File: src/rtl/branch_unit_pkg.sv
// Shared definitions for the WISC branch unit: condition codes, flag bit
// positions and the branch FSM state type.
package branch_pkg;

  localparam logic [2:0] COND_NE     = 3'b000;
  localparam logic [2:0] COND_EQ     = 3'b001;
  localparam logic [2:0] COND_GT     = 3'b010;
  localparam logic [2:0] COND_LT     = 3'b011;
  localparam logic [2:0] COND_GTE    = 3'b100;
  localparam logic [2:0] COND_LTE    = 3'b101;
  localparam logic [2:0] COND_OV     = 3'b110;
  localparam logic [2:0] COND_UNCOND = 3'b111;

  localparam int unsigned FLAG_N = 2;
  localparam int unsigned FLAG_Z = 1;
  localparam int unsigned FLAG_V = 0;

  typedef enum logic [1:0] {
    ST_IDLE,
    ST_WAIT,
    ST_FLUSH
  } br_state_e;

endpackage

File: src/rtl/branch_cond_eval.sv
// Combinational condition-code check of a 3-bit code against {N,Z,V}.
module branch_cond_eval
  import branch_pkg::*;
(
  input  logic [2:0] cond,
  input  logic [2:0] flags,
  output logic       taken
);

  logic n, z, v;

  assign n = flags[FLAG_N];
  assign z = flags[FLAG_Z];
  assign v = flags[FLAG_V];

  always_comb begin
    taken = 1'b0;
    unique case (cond)
      COND_NE:     taken = ~z;
      COND_EQ:     taken = z;
      COND_GT:     taken = ~z & ~n;
      COND_LT:     taken = n;
      COND_GTE:    taken = z | (~z & ~n);
      COND_LTE:    taken = n | z;
      COND_OV:     taken = v;
      COND_UNCOND: taken = 1'b1;
      default:     taken = 1'b0;
    endcase
  end

endmodule

File: src/rtl/branch_unit.sv
// Branch resolution: waits for pending flags, evaluates the condition, and
// issues a one-cycle redirect followed by a FLUSH_CYCLES-long front-end flush.
module branch_unit
  import branch_pkg::*;
#(
  parameter int unsigned ADDR_W       = 16,
  parameter int unsigned OFF_W        = 9,
  parameter int unsigned FLUSH_CYCLES = 2
) (
  input  logic              clk,
  input  logic              rst,
  input  logic              br_valid,
  input  logic              br_is_reg,
  input  logic [2:0]        br_cond,
  input  logic [OFF_W-1:0]  br_offset,
  input  logic [ADDR_W-1:0] pc_plus1,
  input  logic [ADDR_W-1:0] reg_target,
  input  logic [2:0]        flags_in,
  input  logic              flags_pending,
  output logic              hold_req,
  output logic              redirect,
  output logic [ADDR_W-1:0] redirect_pc,
  output logic              flush,
  output logic [15:0]       taken_cnt
);

  localparam int unsigned CNT_W = (FLUSH_CYCLES > 1) ? $clog2(FLUSH_CYCLES) : 1;

  br_state_e         state, state_nxt;
  logic [2:0]        cond_q;
  logic [ADDR_W-1:0] target_q;
  logic [CNT_W-1:0]  flush_cnt;
  logic [ADDR_W-1:0] target_now;
  logic [2:0]        eval_cond;
  logic [ADDR_W-1:0] eval_target;
  logic              cond_true;
  logic              evaluate;
  logic              taken;

  assign target_now  = br_is_reg ? reg_target
                                 : pc_plus1 + ADDR_W'(signed'(br_offset));

  // In WAIT the condition and target come from the latched copy; the flags are live.
  assign eval_cond   = (state == ST_WAIT) ? cond_q   : br_cond;
  assign eval_target = (state == ST_WAIT) ? target_q : target_now;

  branch_cond_eval u_cond_eval (
    .cond  (eval_cond),
    .flags (flags_in),
    .taken (cond_true)
  );

  always_ff @(posedge clk) begin
    if (rst) state <= ST_IDLE;
    else     state <= state_nxt;
  end

  always_comb begin
    state_nxt = state;
    evaluate  = 1'b0;
    hold_req  = 1'b0;
    unique case (state)
      ST_IDLE: begin
        if (br_valid) begin
          if (flags_pending) begin
            hold_req  = 1'b1;
            state_nxt = ST_WAIT;
          end else begin
            evaluate = 1'b1;
            if (cond_true) state_nxt = ST_FLUSH;
          end
        end
      end
      ST_WAIT: begin
        hold_req = 1'b1;
        if (!flags_pending) begin
          evaluate  = 1'b1;
          state_nxt = cond_true ? ST_FLUSH : ST_IDLE;
        end
      end
      ST_FLUSH: begin
        hold_req = 1'b1;
        if (flush_cnt == '0) state_nxt = ST_IDLE;
      end
      default: state_nxt = ST_IDLE;
    endcase
  end

  assign taken = evaluate & cond_true;
  assign flush = (state == ST_FLUSH);

  always_ff @(posedge clk) begin
    if (rst) begin
      redirect    <= 1'b0;
      redirect_pc <= '0;
      cond_q      <= '0;
      target_q    <= '0;
      flush_cnt   <= '0;
      taken_cnt   <= '0;
    end else begin
      redirect <= taken;
      if (taken) redirect_pc <= eval_target;
      if (state == ST_IDLE && br_valid && flags_pending) begin
        cond_q   <= br_cond;
        target_q <= target_now;
      end
      if (taken)
        flush_cnt <= CNT_W'(FLUSH_CYCLES - 1);
      else if (state == ST_FLUSH && flush_cnt != '0)
        flush_cnt <= flush_cnt - 1'b1;
      if (taken && taken_cnt != '1) taken_cnt <= taken_cnt + 16'd1;
    end
  end

endmodule

File: config.mk
export PLATFORM = sky130hd
export DESIGN_NAME = branch_unit
export DESIGN_NICKNAME = d
export VERILOG_FILES = /design/src/rtl/branch_unit_pkg.sv /design/src/rtl/branch_cond_eval.sv /design/src/rtl/branch_unit.sv
export SDC_FILE = /design/constraint.sdc
export NUM_CORES = 1
export LEC_CHECK = 0
export CAP_MARGIN = 20
export CELL_PAD_IN_SITES_DETAIL_PLACEMENT = 1
export CELL_PAD_IN_SITES_GLOBAL_PLACEMENT = 2
export CORE_MARGIN = 3
export CORE_UTILIZATION = 28
export DETAILED_ROUTE_END_ITERATION = 6
export PLACE_DENSITY_LB_ADDON = 0.1
export RECOVER_POWER = 100
export SYNTH_ARGS = -nofsm -noshare
export SYNTH_HDL_FRONTEND = slang
export SYNTH_SLANG_ARGS = --single-unit
File: constraint.sdc
create_clock -name clk -period 3 [get_ports clk]
set_input_delay 0.3 -clock clk [delete_from_list [all_inputs] [get_ports clk]]
set_output_delay 0.3 -clock clk [all_outputs]
set_load 0.01 [all_outputs]
==> impl_metrics.csv, run 1 <==
group,metric,value,unit
clocking,cts_tree,"yes",
min_path,min_path_type,"reg -> reg",
placed_design,dpl_worst_slack,-0.02353,ns
power_and_ir_drop,power_density,429.2,nW/um^2
detailed_routing,top_layer_used,"met4",
clocking,cts_setup_buffers,0,
timing,relSlewSlack,22.21,%
worst_setup_path,slowest_delay,0.53,ns
clocking,postCtsHoldBufs,0,
worst_setup_path,cp_slowest_cell,"dlygate4sd3_1",
timing,rsz0062_at_grt,"false",
finish,syn_to_final_growth,35.50,%
global_routing,grt_overflow_total,0,
logic_synthesis,yosysTopAreaCell,"dfxtp_1",
timing,fin_skew,0.004719,ns
finish,diodes,0,
placed_design,io_buffers,86,
detailed_routing,vias,3605,
global_routing,grt_pass1_vias,3636,
timing,period_needed,2.811,ns
timing,final_max_slew_viol_count,0,
finish,drive_gt1_share,6.506,%
placed_design,dpl.hpwl,8540,um
detailed_routing,wire_per_inst,15.21,um
logic_synthesis,yosys-top-cells-area,"dfxtp_1, ha_1, a21oi_1, nand2_1, nor2_1",
worst_setup_path,path_class,"in -> reg",
detailed_routing,routed_via_density,5.106,
logic_synthesis,synth_warnings,0,
worst_setup_path,path_cells,"dlygate4sd3_1, ha_1, inv_1, fa_1, nor2b_1, o31a_1, o2111ai_1, o21ai_0, xnor2_1, a2111oi_0, a31o_1",
worst_setup_path,cp-end-kind,"flop",
timing,setup_viol,0,
logic_synthesis,synth-edff-count,0,
detailed_routing,wl_met3,386,um
detailed_routing,drc_errors,0,
global_routing,grt_pass1_wl,17990,um
floorplan,die_w,118.1,um
logic_synthesis,yosys_most_used_dff,"dfxtp_1",
placed_design,gp_congestion,0.7945,
worst_setup_path,worstPathArrival,3.05,ns
detailed_routing,dr_wl_met2,5197,um
logic_synthesis,ys_types,64,
finish,fill_cells,1497,
floorplan,ios,87,
worst_setup_path,crit_path_max_fanout,3,
floorplan,initial_utilization,28.92,%
clocking,cts_resized,0,
global_routing,grt_max_degree,33,
logic_synthesis,syn_area_per_cell,7.816,sq um
timing,setup_ws,0.1894,ns
global_routing,grt_usage,15.37,%
finish,instances_no_fill,706,
outcome,status,"complete, no violations",
timing,fin_crit_sh,93.69,%
logic_synthesis,async_flop_share,0,%
power_and_ir_drop,p_leak,0.001903,uW
clocking,clkSinkCount,55,
global_routing,antenna_found_initial,0,
detailed_routing,firstDrtPassIters,6,
power_and_ir_drop,peakVddDrop,0.0002274,V
worst_setup_path,required,3.24,ns
logic_synthesis,syn-num-nets,523,
logic_synthesis,yosysSeqAreaShare,31.31,%
floorplan,fp-row-count,40,
placed_design,dp_cells,698,
finish,final_nets,610,
timing,worst_slew_pin_slew,1.167,ns
detailed_routing,first_iter_violations,198,
logic_synthesis,netlist_instances,450,
clocking,cts_buffers,5,
floorplan,die_area,13940,sq um
floorplan,coreArea,12160,sq um
clocking,clk_latency,0.29,ns
detailed_routing,wl_met1,5068,um
clocking,cts_max_path_buffers,2,
clocking,path_clk_slew,0.07,ns
timing,fmax,355.8,MHz
detailed_routing,drt-total-wl,10740,um
floorplan,dieHeight,118.1,um
timing,final-hold-violation-count,0,
job,timing.max_cap.violations,0,
detailed_routing,ant_nets,0,
logic_synthesis,ys_seq_elements,55,
logic_synthesis,synth_area,3517,sq um
finish,final_cell_mix,"nand2_1, dfxtp_1, clkdlybuf4s50_1",
clocking,h-tree-depth,2,
logic_synthesis,synth_top_area_share,31.31,%
clocking,cts_root_buffer,"clkbuf_16",
worst_setup_path,critPathLaunchType,"primary input",
per-stage QoR:
stage          total power, uW  instance area [sq um]  hold WS (ns)  TNS [ns]  utilization, %
2_1_floorplan             1201                   3517        0.4312         0               -
3_3_place_gp              1461                   4627        0.4375         0           38.05
3_5_place_dp              1474                   4627        0.4493  -0.02353           38.05
4_1_cts                   2099                   4783        0.4579         0           39.33
5_1_grt                   2188                   4766        0.4816         0           39.19
6_report                  2046                   4766        0.4511         0           39.19
cell families after synthesis:
family,Yosys count,share of synthesized area (%)
adders and majority gates,21,7.684
buffers and inverters,38,4.340
DFF,55,31.31
AOI/OAI and AO/OA,135,24.69
and+or+nand+nor,173,24.12
xor gates and xnor gates,15,3.735
muxes,13,4.126
sequential cells by signal, summed over array words and instances (netlist names):
| name | flops |
|---|---|
| redirect_pc | 16 |
| taken_cnt | 16 |
| target_q | 16 |
| cond_q | 3 |
| state | 2 |
| flush_cnt | 1 |
| redirect | 1 |
synthesized netlist by cell type (all sizes together) (3+ instances only):
cell and number:
buf 3, o21ai 34, clkbuf 22, dfxtp 55
inv 12, nand4 8, xor2 9, nand3b 3
a21oi 43, o31ai 4, a211oi 10, o21a 5
and3 7, ha 20, a21o 3, nor2 47
nor3 8, nand2b 6, mux2 6, a2111oi 3
o211ai 7, xnor2 6, mux2i 7, and2 6
or4 3, nor4 3, nand2 55, nor2b 8
a31o 4, nand3 12
critical path, delay by kind of cell:
family,cells,cell delay (ns)
simple gates,1,0.18
compound gates,5,1.26
buf+inv,2,0.60
xor+xnor,1,0.14
fa+ha+maj,2,0.57
metal layers:
metal	vias up	global-route usage, %
li1	1795	-
met5	-	0
met3	5	2.547
met2	67	26.72
met4	0	2.857
met1	1738	20.14
cell type report:
| class | instances | area, sq um | area share [%] |
|---|---|---|---|
| clock buffers | 8 | 156.4 | 3.282 |
| inverters | 13 | 48.80 | 1.024 |
| multi-input cells | 357 | 2258 | 47.39 |
| flip-flops and latches | 55 | 1101 | 23.10 |
| well taps | 168 | 210.2 | 4.411 |
| repair buffers | 105 | 991.0 | 20.79 |
worst paths after layout:
| kind | startpoint | endpoint | slack [ns] | cells after the start |
|---|---|---|---|---|
| max | pc_plus1[0] | redirect_pc[14] | 0.19 | 11 |
| min | redirect_pc[1] | redirect_pc[1] | 0.45 | 2 |
| max reg2reg | state[0] | redirect_pc[14] | 0.28 | 8 |
| min reg2reg | redirect_pc[1] | redirect_pc[1] | 0.45 | 2 |
power by group:
| group | total (uW) | switching (uW) | internal [uW] |
|---|---|---|---|
| combinational | 619 | 334 | 285 |
| clock | 618 | 262 | 356 |
| sequential | 809 | 27.4 | 781 |
| total | 2050 | 623 | 1420 |
Note: power is estimated with default switching activity, not from simulation.
==> run 2: changes to the inputs <==
--- a/config.mk
+++ b/config.mk
@@ -10,6 +10,7 @@
 export CELL_PAD_IN_SITES_GLOBAL_PLACEMENT = 2
 export CORE_MARGIN = 3
 export CORE_UTILIZATION = 28
+export CTS_CLUSTER_SIZE = 16
 export DETAILED_ROUTE_END_ITERATION = 6
 export PLACE_DENSITY_LB_ADDON = 0.1
 export RECOVER_POWER = 100
==> results of run 2 <==
Final layout, timing and power as in run 1 (identical DEF).
